File: src/rtl/tx_mac_control_pkg.sv
`default_nettype none
// ============================================================================
// Module   : tx_mac_control_pkg
// Purpose  : Shared constants, the transmit FSM state type and the byte-wide
//            CRC-32 step function used by both the transmit and receive MAC.
// Contents : DATA_WIDTH, PREAMBLE_BYTE, SFD_BYTE, CRC32_CONSTANT, CRC32_INIT,
//            tx_state_t, crc32_next()
// Revision : 1.0 - initial release
// ============================================================================
package tx_mac_control_pkg;

  localparam int          DATA_WIDTH     = 8;
  localparam logic [7:0]  PREAMBLE_BYTE  = 8'h55;
  localparam logic [7:0]  SFD_BYTE       = 8'hD5;
  // Reflected IEEE 802.3 generator polynomial.
  localparam logic [31:0] CRC32_CONSTANT = 32'hEDB88320;
  localparam logic [31:0] CRC32_INIT     = 32'hFFFFFFFF;

  typedef enum logic [2:0] {
    ST_IDLE     = 3'd0,
    ST_PREAMBLE = 3'd1,
    ST_SFD      = 3'd2,
    ST_DATA     = 3'd3,
    ST_PAD      = 3'd4,
    ST_FCS      = 3'd5,
    ST_DRAIN    = 3'd6,
    ST_IFG      = 3'd7
  } tx_state_t;

  // One byte of the LSB-first CRC-32; the byte enters bit 0 first.
  function automatic logic [31:0] crc32_next(input logic [31:0] crc,
                                             input logic [7:0]  data);
    logic [31:0] c;
    c = crc ^ {24'd0, data};
    for (int i = 0; i < 8; i++) begin
      c = c[0] ? ((c >> 1) ^ CRC32_CONSTANT) : (c >> 1);
    end
    return c;
  endfunction

endpackage
`default_nettype wire

File: src/rtl/tx_mac_control_crc32.sv
`default_nettype none
// ============================================================================
// Module   : tx_crc32
// Purpose  : Byte-wide running CRC-32 register with the complemented value
//            presented as the frame check sequence.
// Ports    : switch_clk, switch_rst_n - clock, async active-low reset
//            i_init   - reload the register with all ones (wins over enable)
//            i_enable - fold i_data into the register
//            i_data   - byte to fold
//            o_fcs    - ~CRC, transmitted least significant byte first
// Revision : 1.0 - initial release
// ============================================================================
module tx_crc32
  import tx_mac_control_pkg::*;
(
  input  logic                  switch_clk,
  input  logic                  switch_rst_n,
  input  logic                  i_init,
  input  logic                  i_enable,
  input  logic [DATA_WIDTH-1:0] i_data,
  output logic [31:0]           o_fcs
);

  logic [31:0] r_crc;

  always_ff @(posedge switch_clk or negedge switch_rst_n) begin
    if (!switch_rst_n) begin
      r_crc <= CRC32_INIT;
    end else if (i_init) begin
      r_crc <= CRC32_INIT;
    end else if (i_enable) begin
      r_crc <= crc32_next(r_crc, i_data);
    end
  end

  assign o_fcs = ~r_crc;

endmodule
`default_nettype wire

File: src/rtl/tx_mac_control.sv
`default_nettype none
// ============================================================================
// Module   : tx_mac_control
// Purpose  : Transmit MAC framer for one switch egress port. Takes DA..payload
//            bytes from egress memory and emits a GMII stream: preamble, SFD,
//            data, optional minimum-size padding, FCS and inter-frame gap.
// Config   : TX_PAD_EN - when defined, frames shorter than MIN_DATA_BYTES are
//            zero-padded before the FCS; when undefined they go out unpadded.
// Ports    : switch_clk/switch_rst_n  clock, async active-low reset
//            frame_*_i / frame_ready_o  byte stream from egress memory
//            gmii_tx_*_o                registered GMII transmit outputs
//            tx_frame_count_o           frames started (wraps)
//            tx_error_count_o           frames poisoned or aborted (wraps)
// Revision : 1.0 - initial release
// ============================================================================
module tx_mac_control
  import tx_mac_control_pkg::*;
#(
  parameter int IFG_BYTES      = 12,
  parameter int MIN_DATA_BYTES = 60
) (
  input  logic                  switch_clk,
  input  logic                  switch_rst_n,
  input  logic [DATA_WIDTH-1:0] frame_data_i,
  input  logic                  frame_valid_i,
  input  logic                  frame_sof_i,
  input  logic                  frame_eof_i,
  input  logic                  frame_error_i,
  output logic                  frame_ready_o,
  output logic [DATA_WIDTH-1:0] gmii_tx_data_o,
  output logic                  gmii_tx_en_o,
  output logic                  gmii_tx_er_o,
  output logic [31:0]           tx_frame_count_o,
  output logic [31:0]           tx_error_count_o
);

`ifdef TX_PAD_EN
  localparam logic c_PAD_EN = 1'b1;
`else
  localparam logic c_PAD_EN = 1'b0;
`endif
  localparam logic [10:0] c_MIN      = 11'(MIN_DATA_BYTES);
  localparam logic [7:0]  c_IFG_LAST = 8'(IFG_BYTES - 1);

  tx_state_t       r_state;
  logic [10:0]     r_byte_cnt;
  logic [2:0]      r_pre_cnt;
  logic [1:0]      r_fcs_idx;
  logic [7:0]      r_ifg_cnt;
  logic            r_poison;

  logic [10:0]     w_cnt_inc;
  logic            w_short;
  logic            w_data_ok;
  logic            w_in_pad;
  logic            w_crc_init;
  logic            w_crc_en;
  logic [DATA_WIDTH-1:0] w_crc_data;
  logic [31:0]     w_fcs;

  // Byte counter saturates rather than wrapping on jumbo frames.
  assign w_cnt_inc = (r_byte_cnt == 11'h7FF) ? r_byte_cnt : r_byte_cnt + 11'd1;
  assign w_short   = c_PAD_EN && (w_cnt_inc < c_MIN);
  // The first DATA byte is the sof byte left waiting in IDLE; any later sof
  // means the memory started a new frame before finishing this one.
  assign w_data_ok = frame_valid_i && ((r_byte_cnt == 11'd0) || !frame_sof_i);
  assign w_in_pad  = c_PAD_EN && (r_state == ST_PAD);

  assign w_crc_init = (r_state == ST_IDLE) && frame_valid_i && frame_sof_i;
  assign w_crc_en   = ((r_state == ST_DATA) && w_data_ok) || w_in_pad;
  assign w_crc_data = w_in_pad ? '0 : frame_data_i;

  // IDLE swallows stray non-sof bytes so a broken stream resynchronises.
  always_comb begin
    frame_ready_o = 1'b0;
    case (r_state)
      ST_DATA, ST_DRAIN: frame_ready_o = 1'b1;
      ST_IDLE:           frame_ready_o = !frame_sof_i;
      default:           frame_ready_o = 1'b0;
    endcase
  end

  tx_crc32 u_crc (
    .switch_clk   (switch_clk),
    .switch_rst_n (switch_rst_n),
    .i_init       (w_crc_init),
    .i_enable     (w_crc_en),
    .i_data       (w_crc_data),
    .o_fcs        (w_fcs)
  );

  // Each state computes the byte that appears on the wire in the next cycle.
  always_ff @(posedge switch_clk or negedge switch_rst_n) begin
    if (!switch_rst_n) begin
      r_state          <= ST_IDLE;
      r_byte_cnt       <= '0;
      r_pre_cnt        <= '0;
      r_fcs_idx        <= '0;
      r_ifg_cnt        <= '0;
      r_poison         <= 1'b0;
      gmii_tx_data_o   <= '0;
      gmii_tx_en_o     <= 1'b0;
      gmii_tx_er_o     <= 1'b0;
      tx_frame_count_o <= '0;
      tx_error_count_o <= '0;
    end else begin
      gmii_tx_data_o <= '0;
      gmii_tx_en_o   <= 1'b0;
      gmii_tx_er_o   <= 1'b0;
      case (r_state)
        ST_IDLE: begin
          if (frame_valid_i && frame_sof_i) begin
            r_state          <= ST_PREAMBLE;
            tx_frame_count_o <= tx_frame_count_o + 32'd1;
            r_byte_cnt       <= '0;
            r_pre_cnt        <= 3'd1;
            r_poison         <= 1'b0;
            gmii_tx_en_o     <= 1'b1;
            gmii_tx_data_o   <= PREAMBLE_BYTE;
          end
        end
        ST_PREAMBLE: begin
          gmii_tx_en_o   <= 1'b1;
          gmii_tx_data_o <= PREAMBLE_BYTE;
          r_pre_cnt      <= r_pre_cnt + 3'd1;
          if (r_pre_cnt == 3'd6) r_state <= ST_SFD;
        end
        ST_SFD: begin
          gmii_tx_en_o   <= 1'b1;
          gmii_tx_data_o <= SFD_BYTE;
          r_state        <= ST_DATA;
        end
        ST_DATA: begin
          gmii_tx_en_o <= 1'b1;
          if (w_data_ok) begin
            gmii_tx_data_o <= frame_data_i;
            r_byte_cnt     <= w_cnt_inc;
            if (frame_eof_i) begin
              r_poison  <= frame_error_i;
              r_fcs_idx <= '0;
              r_state   <= w_short ? ST_PAD : ST_FCS;
            end
          end else begin
            // Underrun: one error byte ends the frame on the wire.
            gmii_tx_er_o     <= 1'b1;
            tx_error_count_o <= tx_error_count_o + 32'd1;
            if (frame_valid_i && frame_eof_i) begin
              r_state   <= ST_IFG;
              r_ifg_cnt <= '0;
            end else begin
              r_state <= ST_DRAIN;
            end
          end
        end
`ifdef TX_PAD_EN
        ST_PAD: begin
          gmii_tx_en_o <= 1'b1;
          r_byte_cnt   <= w_cnt_inc;
          if (!w_short) begin
            r_state   <= ST_FCS;
            r_fcs_idx <= '0;
          end
        end
`endif
        ST_FCS: begin
          gmii_tx_en_o   <= 1'b1;
          gmii_tx_data_o <= w_fcs[{r_fcs_idx, 3'b000} +: DATA_WIDTH];
          r_fcs_idx      <= r_fcs_idx + 2'd1;
          if ((r_fcs_idx == 2'd0) && r_poison) begin
            gmii_tx_er_o     <= 1'b1;
            tx_error_count_o <= tx_error_count_o + 32'd1;
          end
          if (r_fcs_idx == 2'd3) begin
            r_state   <= ST_IFG;
            r_ifg_cnt <= '0;
          end
        end
        ST_DRAIN: begin
          if (frame_valid_i && frame_eof_i) begin
            r_state   <= ST_IFG;
            r_ifg_cnt <= '0;
          end
        end
        ST_IFG: begin
          if (r_ifg_cnt == c_IFG_LAST) begin
            r_state <= ST_IDLE;
          end else begin
            r_ifg_cnt <= r_ifg_cnt + 8'd1;
          end
        end
        default: r_state <= ST_IDLE;
      endcase
    end
  end

endmodule
`default_nettype wire

File: config.mk
export PLATFORM = sky130hd
export DESIGN_NAME = tx_mac_control
export DESIGN_NICKNAME = d
export VERILOG_FILES = /design/src/rtl/tx_mac_control_pkg.sv /design/src/rtl/tx_mac_control_crc32.sv /design/src/rtl/tx_mac_control.sv
export SDC_FILE = /design/constraint.sdc
export NUM_CORES = 1
export LEC_CHECK = 0
export ABC_AREA = 0
export ABC_CLOCK_PERIOD_IN_PS = 2650
export BUFFER_PORTS_ARGS = -buffer_cell sky130_fd_sc_hd__buf_4
export CORE_AREA = 2 2 114 116
export CTS_CLUSTER_SIZE = 8
export DETAILED_ROUTE_END_ITERATION = 16
export DIE_AREA = 0 0 116 118
export PLACE_DENSITY_LB_ADDON = 0.3
export SYNTH_ARGS = -nofsm -noshare
export SYNTH_HDL_FRONTEND = slang
export SYNTH_SLANG_ARGS = --single-unit
File: constraint.sdc
create_clock -name switch_clk -period 2.65 [get_ports switch_clk]
set_input_delay 0.265 -clock switch_clk [delete_from_list [all_inputs] [get_ports switch_clk]]
set_output_delay 0.265 -clock switch_clk [all_outputs]
set_load 0.1 [all_outputs]
==> impl.org <==
** Logic synthesis
- Count of flip-flops with a built-in enable after synthesis :: 0
- Of the total synthesized cell area, the portion taken by AND, OR, NAND and NOR gates is 0.171.
- Synthesized net count :: 734
- Synthesis handed over a netlist of 711 instances.
- Averaged over all synthesized cells, the footprint is 10.2 um2.
- Fraction of synthesized cell area in xor and xnor cells :: 0.180
- Dominant combinational cell family by area after synthesis :: XOR/XNOR gates
- Sequential element share of the synthesized area :: 0.468
- Synth async-reset ratio :: 1.00
- During synthesis, Yosys emitted a total of 0 warnings.
- Area fraction in compound gates after synthesis :: 0.0937
- The synthesized design contains 134 register bits.
- Post-synthesis share of cell area spent on full adders, half adders and majority gates :: 0.0169
- The synthesized netlist occupies a cell area of 7250 um2.
- The portion of synthesized area spent on multiplexers is 0.0388.
- Yosys mapped the design onto 64 distinct sky130hd cell types.
- The most used flip-flop cell after synthesis is sky130_fd_sc_hd__dfrtp_1.

** Detailed routing
- The routed design uses 731 um of met3 wire.
- DR iter-0 viols :: 483
- In the routed layout, each cell is associated on average with a via count of 5.76.
- Antenna Nets Post-Route :: 0
- After detailed routing, the total wire length is 16500 um.
- Met2 wirelength from detailed routing :: 8150 um
- After detailed routing, the wire length on met1 is 7180 um.
- Signal routing reaches up to met4.
- In the final routed layout, each cell accounts on average for 16.7 um.
- Summing over every cut layer, the via total after detailed routing is 5700.
- For this run, design rule violations remaining after detail routing come to 0.
- DRT Pass-1 Iters :: 5

** Power and ir drop
- Internal power :: 6.79 mW
- Switching share of total power :: 0.415
- The share of total power dissipated in the clock network is 0.222.
- Power share of the combinational group :: 0.494
- VDD sags by at most 873 uV.
- Summed over all nets, the switching power comes to 4.82 mW.
- The share of total power dissipated in sequential elements is 0.284.
- Power spread over the standard cell area amounts to 1320 nW/um2.
- Static leakage :: 3.98 nW

** Floorplan
- The total area inside the core boundary comes to 12400 um2.
- The floorplan has 41 rows.
- The die covers 13700 um2.
- Initial core utilization :: 0.584
- Die width :: 116 um
- The floorplan step set the die height to 118 um.
- During I/O placement, the number of pins put on the boundary was 89.

** Timing
- PnR worst setup slack :: 120 ps
- Hold WS :: 96.0 ps
- Unrepaired setup endpoints after global routing :: no
- The count of endpoints failing hold in the final timing report was 0.
- Final clock skew :: 8.16 ps
- The final max-slew violation count came to 0.
- Sum Neg Setup Slack :: 0 ps
- Worst slew margin :: 0.341
- The worst path needs 2530 ps of the cycle, external delays included.
- Setup violations remaining at the end of the flow were counted as 0.
- Of the available clock period, the critical path in the final layout requires 0.955.
- Transition at the pin with the smallest max-transition slack :: 981 ps
- Based on the critical path, the design can be clocked at up to 395 MHz.

** Global route
- Wire length of the first global-routing pass :: 27900 um
- The total overflow left after global routing is 0.
- The initial antenna violation count came to 0.
- Number of global-route vias before repair :: 5645
- Entering global routing, the biggest net connects 86 pins.
- Across every metal layer, demand over resource in global routing totals 0.257.

** CTS
- The tree built by TritonCTS fans out to 134 sinks.
- After clock tree synthesis, the clock-pin slew on the worst setup and hold paths is 60 ps.
- The number of clock buffers added by TritonCTS is 17.
- The root buffer cell chosen for the clock tree is sky130_fd_sc_hd__clkbuf_16.
- Clock latency on the worst-skew pair, taken at its later pin, is 420 ps.
- The clock passes through at most 2 buffers.
- Post-CTS timing repair inserted 0 buffers for setup.
- TritonCTS built the clock tree.
- # H-tree levels :: 4

** Hold path
- Worst min-delay path startpoint :: frame_data_i[3]
- Classification of the worst-slack hold path :: in -> reg
- Number of instances on the worst hold path :: 3

** Run status
- Status :: complete, no violations

** Placed design
- Routability-driven placement finished with a final weighted congestion of 0.865.
- The wire-length estimate of the detail-placed layout is 11100 um.
- Number of I/O port buffers :: 88
- Setup Slack @ Placement :: 96.2 ps

** Critical path
- The worst register-to-register path has a depth of 7.
- Data on the critical path arrives at its endpoint at 2870 ps.
- Critical path fanouts, max :: 18
- Critical path capture point type :: flip-flop
- Startpoint type of the worst setup path :: flip-flop
- Launch instance of the worst register-to-register path :: r_byte_cnt[0]$_DFFE_PN0P_
- Type of the worst setup path :: reg -> reg
- Worst setup path start :: r_byte_cnt[0]$_DFFE_PN0P_
- Data required time at the worst endpoint :: 2990 ps

** Layout
- Leaving out fill and tap cells, the most frequent cell in the layout is sky130_fd_sc_hd__buf_4.
- Leaving out fill and tap cells, the most frequent cells in the layout are sky130_fd_sc_hd__buf_4 (104), sky130_fd_sc_hd__dfrtp_1 (99), sky130_fd_sc_hd__xnor2_1 (79).
- Number of inserted diodes :: 0
- From synthesis to final layout, the design area changed by 21.5%.
- Number of nets in the layout :: 827
- Of the cells placed in the final design, the portion with a size suffix greater than 1 is 0.234.

** Flow run
- Maximum Capacitance Violations :: 0
==> worst max-delay path, stage by stage (launching register included) <==
cell                       delay, ps
sky130_fd_sc_hd__dfrtp_1         420
sky130_fd_sc_hd__inv_1           110
sky130_fd_sc_hd__ha_1            140
sky130_fd_sc_hd__or4b_1          500
sky130_fd_sc_hd__o31ai_4         280
sky130_fd_sc_hd__o221ai_4        260
sky130_fd_sc_hd__or4_1           580
sky130_fd_sc_hd__a21oi_1         170
==> kinds of logic (layout without fill, tap and decap cells) <==
kind of cell / Yosys count / after routing
buf+inv: 57 / 163
fa+ha+maj: 10 / 10
compound gates: 101 / 101
flops: 134 / 134
xor+xnor: 137 / 137
mux: 18 / 18
simple gates: 254 / 254
==> through the flow <==
step / std cells / instance area (um2) / util / total power, mW
2_1_floorplan: 711 / 7260 / - / 7.81
3_3_place_gp: 956 / 8150 / 0.656 / 8.80
3_5_place_dp: 956 / 8150 / 0.656 / 8.96
4_1_cts: 989 / 8800 / 0.709 / 11.6
5_1_grt: 989 / 8810 / 0.710 / 12.3
6_report: 989 / 8810 / 0.710 / 11.6
==> routing by layer <==
layer  track usage  up-vias
met5             0        -
met2         0.403      185
met3        0.0489       41
met1         0.343     2806
li1              -     2668
met4         0.121        0
==> synth_stat cells, types with 3 or more instances <==
master                       n  area, um2
sky130_fd_sc_hd__nand2_1    69        259
sky130_fd_sc_hd__nand2b_1    3       18.8
sky130_fd_sc_hd__xor2_1     48        420
sky130_fd_sc_hd__a21oi_1    27        135
sky130_fd_sc_hd__or4_1       8       60.1
sky130_fd_sc_hd__and3b_1     4       35.0
sky130_fd_sc_hd__dfstp_2    32        841
sky130_fd_sc_hd__o31a_1      3       26.3
sky130_fd_sc_hd__and4_1      6       52.6
sky130_fd_sc_hd__nor3_1     28        140
sky130_fd_sc_hd__xnor2_2     4       65.1
sky130_fd_sc_hd__o21a_1      3       22.5
sky130_fd_sc_hd__o21ai_1    12       60.1
sky130_fd_sc_hd__mux4_2      8        180
sky130_fd_sc_hd__nand4_1    12       75.1
sky130_fd_sc_hd__and3_1      9       56.3
sky130_fd_sc_hd__mux2i_1     9       90.1
sky130_fd_sc_hd__a21o_1      3       22.5
sky130_fd_sc_hd__ha_1        9        113
sky130_fd_sc_hd__nor2_1     61        229
sky130_fd_sc_hd__dfrtp_1   102       2550
sky130_fd_sc_hd__o211ai_1   16        120
sky130_fd_sc_hd__buf_2       5       25.0
sky130_fd_sc_hd__o31ai_1     9       67.6
sky130_fd_sc_hd__clkbuf_1   24       90.1
sky130_fd_sc_hd__nand3_1    26        130
sky130_fd_sc_hd__o21ai_0     7       35.0
sky130_fd_sc_hd__or2_2       3       18.8
sky130_fd_sc_hd__xnor2_1    79        692
sky130_fd_sc_hd__nor4_1     11       68.8
sky130_fd_sc_hd__o22ai_1     3       18.8
sky130_fd_sc_hd__inv_1      23       86.3
sky130_fd_sc_hd__or3_1       4       25.0
sky130_fd_sc_hd__xnor3_1     4       90.1
==> power by group through the flow <==
stage | combinational [mW] | clock [mW] | sequential, mW
floorplan | 3.83 | 0 | 3.98
global placement | 5.54 | 0 | 3.26
detailed placement | 5.65 | 0 | 3.30
CTS | 5.72 | 2.60 | 3.29
global route | 6.22 | 2.68 | 3.38
finish | 5.74 | 2.57 | 3.30
==> registers in the layout (all words and copies together), names as in the netlist, 3 cells and up <==
register,flops
gmii_tx_data_o,8
r_byte_cnt,11
r_ifg_cnt,8
r_pre_cnt,3
r_state,3
tx_error_count_o,32
tx_frame_count_o,32
u_crc.r_crc,32
==> path summary, 6_finish.rpt <==
check / end / slack, ps
min: gmii_tx_data_o[3]$_DFF_PN0_ / 100
min in group asynchronous: tx_error_count_o[16]$_DFFE_PN0P_ / 270
max: r_byte_cnt[8]$_DFFE_PN0P_ / 120
max in group asynchronous: u_crc.r_crc[26]$_DFFE_PN1P_ / 1620
max reg2reg: r_byte_cnt[8]$_DFFE_PN0P_ / 120
min reg2reg: tx_frame_count_o[7]$_DFFE_PN0P_ / 480
==> timing repair <==
| item | in CTS | in global routing |
|---|---|---|
| gates resized for setup | 0 | 1 |
| hold endpoints to repair | 19 | 0 |
| endpoints found under the setup margin | 0 | 6 |
| hold buffers | 1 | 0 |
==> layout make-up <==
| cell class | instances | area [um2] |
|---|---|---|
| Multi-Input combinational cell | 520 | 3650 |
| Fill cell | 892 | 3600 |
| Sequential cell | 134 | 3400 |
| Timing Repair Buffer | 106 | 811 |
| Clock buffer | 18 | 439 |
| Tap cell | 172 | 215 |
| Clock inverter | 14 | 206 |
| Inverter | 25 | 93.8 |
No activity file was read; power rests on OpenSTA's default activity.
